==> config.mk <==
export PLATFORM = sky130hd
export DESIGN_NAME = pb_field_encoder_flat
export DESIGN_NICKNAME = d
export VERILOG_FILES = /design/src/rtl/pb_field_if.sv /design/src/rtl/pb_field_encoder.sv /design/src/flat_wrapper.sv
export SDC_FILE = /design/constraint.sdc
export NUM_CORES = 1
export LEC_CHECK = 0
export ABC_AREA = 1
export CORE_UTILIZATION = 50
export CTS_CLUSTER_DIAMETER = 150
export DETAILED_ROUTE_END_ITERATION = 16
export PLACE_DENSITY_LB_ADDON = 0.12
export SYNTH_ARGS = -nofsm -noshare
export SYNTH_HDL_FRONTEND = slang
export SYNTH_SLANG_ARGS = --single-unit
==> constraint.sdc <==
create_clock -name clk -period 2.1 [get_ports clk]
set_input_delay 0.42 -clock clk [delete_from_list [all_inputs] [get_ports clk]]
set_output_delay 0.42 -clock clk [all_outputs]
set_load 0.03 [all_outputs]
==> src/rtl/pb_field_if.sv <==
// Field-request and encoded-byte stream bundle for the protobuf field encoder.
interface pb_field_if #(
    parameter int unsigned FIELD_NUM_W = 29,
    parameter int unsigned VALUE_W     = 64
);
    logic                   in_valid;
    logic                   in_ready;
    logic [FIELD_NUM_W-1:0] in_field_number;
    logic [2:0]             in_wire_type;
    logic [VALUE_W-1:0]     in_value;
    logic                   in_zigzag;
    logic                   out_valid;
    logic                   out_ready;
    logic [7:0]             out_data;
    logic                   out_last;
    logic                   err_wire_type;
    logic                   err_field_zero;

    modport slave (
        input  in_valid, in_field_number, in_wire_type, in_value, in_zigzag, out_ready,
        output in_ready, out_valid, out_data, out_last, err_wire_type, err_field_zero
    );

    modport master (
        output in_valid, in_field_number, in_wire_type, in_value, in_zigzag, out_ready,
        input  in_ready, out_valid, out_data, out_last, err_wire_type, err_field_zero
    );
endinterface

==> src/rtl/pb_field_encoder.sv <==
// Protobuf field encoder: one (field, wire type, value) request in, key varint plus
// varint/fixed32/fixed64 payload out as a byte stream with a last-byte marker.
module pb_field_encoder #(
    parameter int unsigned FIELD_NUM_W = 29,
    parameter int unsigned VALUE_W     = 64
) (
    input  logic      clk,
    input  logic      rst_n,
    pb_field_if.slave bus
);
    localparam int unsigned KEY_W   = FIELD_NUM_W + 3;
    localparam int unsigned KCNT_W  = 3;
    localparam int unsigned VCNT_W  = 4;
    localparam int unsigned KEY_MAX = 5;
    localparam int unsigned VAL_MAX = 10;

    typedef enum logic [1:0] {IDLE, KEY, VAL} state_e;
    typedef enum logic [1:0] {PL_VARINT, PL_FIX64, PL_FIX32} payload_e;

    state_e              state_q, state_d;
    payload_e            kind_q, kind_d;
    logic [KEY_W-1:0]    key_sr_q, key_sr_d;
    logic [VALUE_W-1:0]  val_sr_q, val_sr_d;
    logic [KCNT_W-1:0]   key_cnt_q, key_cnt_d;
    logic [VCNT_W-1:0]   val_cnt_q, val_cnt_d;
    logic                out_valid_q, out_valid_d;
    logic [7:0]          out_data_q, out_data_d;
    logic                out_last_q, out_last_d;
    logic                err_wt_q, err_wt_d;
    logic                err_fz_q, err_fz_d;

    logic                fire_out, in_ready_c, accept, bad_wt, bad_fz;
    logic [KEY_W-1:0]    key_in;
    logic [VALUE_W-1:0]  val_in, val_shift;
    logic [KCNT_W-1:0]   key_cnt_inc;
    logic [VCNT_W-1:0]   val_cnt_inc;
    logic                key_more, val_more, val_last;
    logic [7:0]          val_byte;

    assign bus.in_ready       = in_ready_c;
    assign bus.out_valid      = out_valid_q;
    assign bus.out_data       = out_data_q;
    assign bus.out_last       = out_last_q;
    assign bus.err_wire_type  = err_wt_q;
    assign bus.err_field_zero = err_fz_q;

    // Shift registers always hold what remains after the byte currently on out_data.
    always_comb begin
        state_d     = state_q;
        kind_d      = kind_q;
        key_sr_d    = key_sr_q;
        val_sr_d    = val_sr_q;
        key_cnt_d   = key_cnt_q;
        val_cnt_d   = val_cnt_q;
        out_valid_d = out_valid_q;
        out_data_d  = out_data_q;
        out_last_d  = out_last_q;
        err_wt_d    = 1'b0;
        err_fz_d    = 1'b0;
        val_more    = 1'b0;

        fire_out   = out_valid_q & bus.out_ready;
        in_ready_c = (state_q == IDLE) | (fire_out & out_last_q);
        accept     = bus.in_valid & in_ready_c;
        bad_fz     = (bus.in_field_number == '0);
        bad_wt     = !((bus.in_wire_type == 3'd0) || (bus.in_wire_type == 3'd1) ||
                       (bus.in_wire_type == 3'd5));
        key_in     = {bus.in_field_number, bus.in_wire_type};
        val_in     = ((bus.in_wire_type == 3'd0) && bus.in_zigzag)
                   ? ((bus.in_value << 1) ^ {VALUE_W{bus.in_value[VALUE_W-1]}})
                   : bus.in_value;

        key_cnt_inc = (key_cnt_q == KCNT_W'(KEY_MAX)) ? key_cnt_q : key_cnt_q + KCNT_W'(1);
        val_cnt_inc = (val_cnt_q == VCNT_W'(VAL_MAX)) ? val_cnt_q : val_cnt_q + VCNT_W'(1);
        key_more    = (|key_sr_q[KEY_W-1:7]) && (key_cnt_inc != KCNT_W'(KEY_MAX));

        // Next payload byte, shared by the key-to-value step and value continuation.
        if (kind_q == PL_VARINT) begin
            val_more  = (|val_sr_q[VALUE_W-1:7]) && (val_cnt_inc != VCNT_W'(VAL_MAX));
            val_byte  = {val_more, val_sr_q[6:0]};
            val_shift = val_sr_q >> 7;
            val_last  = !val_more;
        end else begin
            val_byte  = val_sr_q[7:0];
            val_shift = val_sr_q >> 8;
            val_last  = (val_cnt_inc == ((kind_q == PL_FIX64) ? VCNT_W'(8) : VCNT_W'(4)));
        end

        case (state_q)
            KEY: begin
                if (fire_out) begin
                    if (!out_data_q[7]) begin
                        out_data_d = val_byte;
                        out_last_d = val_last;
                        val_sr_d   = val_shift;
                        val_cnt_d  = val_cnt_inc;
                        state_d    = VAL;
                    end else begin
                        out_data_d = {key_more, key_sr_q[6:0]};
                        key_sr_d   = key_sr_q >> 7;
                        key_cnt_d  = key_cnt_inc;
                    end
                end
            end
            VAL: begin
                if (fire_out) begin
                    if (out_last_q) begin
                        out_valid_d = 1'b0;
                        out_last_d  = 1'b0;
                        state_d     = IDLE;
                    end else begin
                        out_data_d = val_byte;
                        out_last_d = val_last;
                        val_sr_d   = val_shift;
                        val_cnt_d  = val_cnt_inc;
                    end
                end
            end
            default: ;
        endcase

        // A new request overrides the idle transition; illegal ones only pulse an error.
        if (accept) begin
            err_fz_d = bad_fz;
            err_wt_d = bad_wt;
            if (!bad_fz && !bad_wt) begin
                state_d     = KEY;
                out_valid_d = 1'b1;
                out_last_d  = 1'b0;
                out_data_d  = {|key_in[KEY_W-1:7], key_in[6:0]};
                key_sr_d    = key_in >> 7;
                key_cnt_d   = KCNT_W'(1);
                val_sr_d    = val_in;
                val_cnt_d   = '0;
                kind_d      = (bus.in_wire_type == 3'd1) ? PL_FIX64 :
                              (bus.in_wire_type == 3'd5) ? PL_FIX32 : PL_VARINT;
            end
        end
    end

    always_ff @(posedge clk or negedge rst_n) begin
        if (!rst_n) begin
            state_q     <= IDLE;
            kind_q      <= PL_VARINT;
            key_sr_q    <= '0;
            val_sr_q    <= '0;
            key_cnt_q   <= '0;
            val_cnt_q   <= '0;
            out_valid_q <= 1'b0;
            out_data_q  <= '0;
            out_last_q  <= 1'b0;
            err_wt_q    <= 1'b0;
            err_fz_q    <= 1'b0;
        end else begin
            state_q     <= state_d;
            kind_q      <= kind_d;
            key_sr_q    <= key_sr_d;
            val_sr_q    <= val_sr_d;
            key_cnt_q   <= key_cnt_d;
            val_cnt_q   <= val_cnt_d;
            out_valid_q <= out_valid_d;
            out_data_q  <= out_data_d;
            out_last_q  <= out_last_d;
            err_wt_q    <= err_wt_d;
            err_fz_q    <= err_fz_d;
        end
    end
endmodule
==> src/flat_wrapper.sv <==
// flat-port wrapper written by rule: the top's interface ports become plain ports
module pb_field_encoder_flat 
#(
    parameter int unsigned FIELD_NUM_W = 29,
    parameter int unsigned VALUE_W     = 64
)
  (clk, rst_n, bus_in_valid, bus_in_field_number, bus_in_wire_type, bus_in_value, bus_in_zigzag, bus_out_ready, bus_in_ready, bus_out_valid, bus_out_data, bus_out_last, bus_err_wire_type, bus_err_field_zero);
  pb_field_if #(.FIELD_NUM_W(FIELD_NUM_W), .VALUE_W(VALUE_W)) bus_i ();
  input  logic clk;
  input  logic rst_n;
  input wire logic [$bits(bus_i.in_valid)-1:0] bus_in_valid;
  input wire logic [$bits(bus_i.in_field_number)-1:0] bus_in_field_number;
  input wire logic [$bits(bus_i.in_wire_type)-1:0] bus_in_wire_type;
  input wire logic [$bits(bus_i.in_value)-1:0] bus_in_value;
  input wire logic [$bits(bus_i.in_zigzag)-1:0] bus_in_zigzag;
  input wire logic [$bits(bus_i.out_ready)-1:0] bus_out_ready;
  output wire logic [$bits(bus_i.in_ready)-1:0] bus_in_ready;
  output wire logic [$bits(bus_i.out_valid)-1:0] bus_out_valid;
  output wire logic [$bits(bus_i.out_data)-1:0] bus_out_data;
  output wire logic [$bits(bus_i.out_last)-1:0] bus_out_last;
  output wire logic [$bits(bus_i.err_wire_type)-1:0] bus_err_wire_type;
  output wire logic [$bits(bus_i.err_field_zero)-1:0] bus_err_field_zero;
  assign bus_i.in_valid = bus_in_valid;
  assign bus_i.in_field_number = bus_in_field_number;
  assign bus_i.in_wire_type = bus_in_wire_type;
  assign bus_i.in_value = bus_in_value;
  assign bus_i.in_zigzag = bus_in_zigzag;
  assign bus_i.out_ready = bus_out_ready;
  assign bus_in_ready = bus_i.in_ready;
  assign bus_out_valid = bus_i.out_valid;
  assign bus_out_data = bus_i.out_data;
  assign bus_out_last = bus_i.out_last;
  assign bus_err_wire_type = bus_i.err_wire_type;
  assign bus_err_field_zero = bus_i.err_field_zero;
  pb_field_encoder #(.FIELD_NUM_W(FIELD_NUM_W), .VALUE_W(VALUE_W)) u_core (.clk(clk), .rst_n(rst_n), .bus(bus_i));
endmodule
==> results.txt <==
----------------------------------------------------
[Synthesis]
  Sequential area share after synthesis ... 0.3591
  Number of enable flip-flop cells after synthesis ... 0
  Synth Cell Area ... 8292 um^2
  #FFs+latches synth ... around 120
  Mean area per synthesized cell ... around 6.9 um^2
  Combinational family with the most area after synthesis ... simple AND/OR/NAND/NOR gates
  Synth Instances ... 1195
  Post-synth top area share ... 0.3591
  Area fraction in compound gates after synthesis ... 0.1842
  Count of warnings emitted by yosys ... 0
  Synthesized-area fraction occupied by xor and xnor cells ... 0.07288
  Cells taking the most area after synthesis ... dfrtp_1 36%, nand2_1 14%, o21ai_0 8.6%
  Proportion of synthesized flip-flops having asynchronous set or reset ... 1.000
  Mux share of post-synthesis cell area ... 0.03757
  Main synth FF type ... dfrtp_1
  Adder and majority gate portion of the synthesized area ... 0.01207
  Post-synthesis share of cell area spent on and, or, nand and nor gates ... 0.2161
  Post-synth top area cell ... dfrtp_1
  Net count after synthesis ... ~1300
  Count of cell types in the netlist ... 42

[Drt]
  Routed Antenna Nets ... 0
  Total vias in the final route ... slightly below 8000
  Via density per instance ... between 5 and 6
  DRC violation total after the first TritonRoute iteration ... ~680
  Number of detailed-route iterations in the first pass ... 5
  Routed len/inst ... roughly 14 um
  Remaining routing DRC violations ... 0
  Drt total wl ... 21.29 mm

[Critical path]
  Crit path launch type ... register
  CP top delay family ... buffers and inverters
  Critical Path AT ... around 1.6 ns
  Type of the worst setup path ... register to output pin
  Largest stage delay on the critical path ... between 0.7 and 0.8 ns
  Highest-delay cell along the critical path ... clkdlybuf4s50_1
  Launch point of the worst reg-to-reg path ... u_core.state_q[1]$_DFF_PN0_
  Cell depth of the worst flop-to-flop path ... 9
  Required time of the critical path ... approximately 1.7 ns
  Largest fanout of any net on the critical path ... 7
  Combined buffer and inverter count along the critical path ... 1
  End of the worst register-to-register path ... u_core.bus.out_data[6]$_DFF_PN0_
  Critical-path cell list ... clkdlybuf4s50_1
  Setup slack, reg-to-reg ... 0.14 ns
  Type of destination of the critical path ... output pin

[Floorplanning]
  Core area ... approximately 16000 um^2
  I/O pin count ... approximately 110
  Initial standard-cell utilization of the core ... 0.5164
  Die area ... between 15000 and 20000 um^2
  Width of the die ... roughly 130 um
  Std-Cell Rows ... 46
  Die extent in y ... 130.8 um

[CTS]
  Number of clock buffers inserted by TritonCTS ... 17
  Clock root cell ... clkbuf_16
  Clock Latency Late Sink ... 0.42 ns
  Clock H-tree levels ... 4
  CTS clk-pin slew, worst paths ... approximately 0.060 ns
  TritonCTS clock tree ... done
  TritonCTS Sinks ... 119
  Deepest clock path buffer count ... 2

[Timing]
  Max-slew headroom at the worst pin ... 0.5834
  Top achievable clock speed ... between 400 and 500 MHz
  Post-route clock skew ... ~0.0060 ns
  Setup violations, final ... 0
  Endpoints failing hold ... 0
  Number of max-slew violations in the final report ... 0
  Period Utilization, post-route ... 0.9738
  Setup Total Neg Slack ... 0 ns
  Worst Max-Slew Pin Slew ... approximately 0.62 ns
  Shortest period the worst path allows ... roughly 2 ns

[Finish]
  Fin nets ... ~1400
  Commonest cells after routing, fill and taps aside ... 319 x nand2_1, 155 x inv_1, 140 x o21ai_0, 119 x dfrtp_1, 110 x clkdlybuf4s50_1
  Share of post-route cells with drive strength above 1 ... 0.1064
  Final Core Density ... 0.6752
  Most common cell after layout, fill and taps aside ... nand2_1
  Diode insertion count for antenna repair ... 0
  Growth of design area from synthesis to finish ... 30.77%
  Area of all placed cells without fillers ... between 10000 and 15000 um^2

[Run]
  Max-cap violations ... 0

[Pwr]
  Leakage power figure ... between 0.005 and 0.006 uW
  Clock Power Share ... 0.222
  Switching power as a share of total power ... 0.4184
  Total power ... about 13000 uW
  Power Density ... approximately 1200 nW/um^2
  Comb pwr share ... 0.477
  Internal power of the cells ... about 8000 uW
  Net switching component of the power ... 5631 uW
  VDD IR max ... 0.8358 mV
  Share of power burned in registers ... 0.301

[GRT]
  Antenna violations before repair ... 0
  Largest net degree at the start of global routing ... 53
  Overflow left after global routing ... 0
  Global-route wire length before repair ... 34.89 mm
  Number of global-route vias before repair ... roughly 7100
  Global-route usage over all layers ... 0.2622

[Hold path]
  Worst min path class ... input port to async pin

[Placed design]
  Count of buffers from port buffering ... 113
  Placer's final routability congestion estimate ... between 0.8 and 0.9
  Post-DP HPWL ... roughly 15 mm
  Placed inst area ... between 10000 and 15000 um^2

[Outcome]
  Outcome ... complete, no violations

----------------------------------------------------
==> layer usage <==
metal  track usage  routed length (um)  part of all wire
met5             0                   0                 0
met4       0.05544                 198            0.0093
met3       0.04845                1163             0.055
met2        0.4024                9427              0.44
met1        0.3843               10500              0.49
==> Yosys cell counts (7+ instances only) <==
cell and n:
nand2_1 320, inv_1 156, o21ai_0 143, dfrtp_1 119
o21ai_1 101, nor2_1 67, xnor2_1 63, nand3_1 39
buf_2 33, mux2i_1 30, o22ai_1 26, clkbuf_1 21
a21oi_1 9, ha_1 8, buf_6 7, nand4_1 7
==> stage by stage <==
stage	hold WS [ns]	setup WS (ns)	std cells
final	0.5098	0.05501	1569
after floorplan	0.1244	0.2012	1195
after global placement	0.4084	-0.2212	1535
after global routing	0.5372	-0.01392	1569
after CTS	0.5165	0.01900	1568
after detailed placement	0.4098	-0.2859	1535
==> power by group through the flow <==
stage	logic [uW]	registers (uW)	clock network, uW
after global routing	7260	4150	3110
after floorplan	4390	3950	0
after detailed placement	6250	4040	0
after global placement	6100	4030	0
final	6420	4050	2990
after CTS	6300	4020	3020
==> sequential cells by signal (all words and copies together), names as in the netlist <==
register	flops
u_core.kind_q	2
u_core.val_cnt_q	4
u_core.bus.out_last	1
u_core.val_sr_q	64
u_core.bus.err_field_zero	1
u_core.bus.err_wire_type	1
u_core.state_q	2
u_core.key_cnt_q	3
u_core.bus.out_data	8
u_core.bus.out_valid	1
u_core.key_sr_q	32
==> layout make-up <==
cell class,count,area [um^2]
clock buffer,19,452.9
clock inverter,13,153.9
sequential,119,2978
timing repair buffer,196,1993
tap,216,270.3
fill,1401,5215
inverter,161,611.8
multi-input combinational,845,4383
==> cells by family after synthesis <==
kind of cell / after synthesis
buf+inv: 231
mux: 31
flops: 119
fa+ha+maj: 8
simple gates: 446
xor+xnor: 69
compound gates: 291
==> worst max path at each step <==
stage | depth (start not counted) | slack [ns] | to | start
floorplan | 11 | 0.20 | u_core.state_q[1]$_DFF_PN0_ | u_core.bus.out_valid$_DFF_PN0_
global placement | 10 | -0.22 | u_core.val_sr_q[61]$_DFF_PN0_ | bus_out_ready
detailed placement | 10 | -0.29 | u_core.val_sr_q[57]$_DFF_PN0_ | bus_out_ready
CTS | 5 | 0.02 | bus_in_ready | u_core.state_q[1]$_DFF_PN0_
global route | 9 | -0.01 | u_core.bus.out_data[6]$_DFF_PN0_ | u_core.state_q[1]$_DFF_PN0_
finish | 1 | 0.06 | bus_out_last | u_core.bus.out_last$_DFF_PN0_
==> repair_timing <==
action / in CTS / in global routing
endpoints found under the hold margin: 32 / 0
endpoints found under the setup margin: 2 / 93
setup buffers: 0 / 1
resized for setup: 1 / 17
pin swaps: 0 / 0
hold buffers: 1 / 0
No activity file was read; power rests on OpenSTA's default activity.
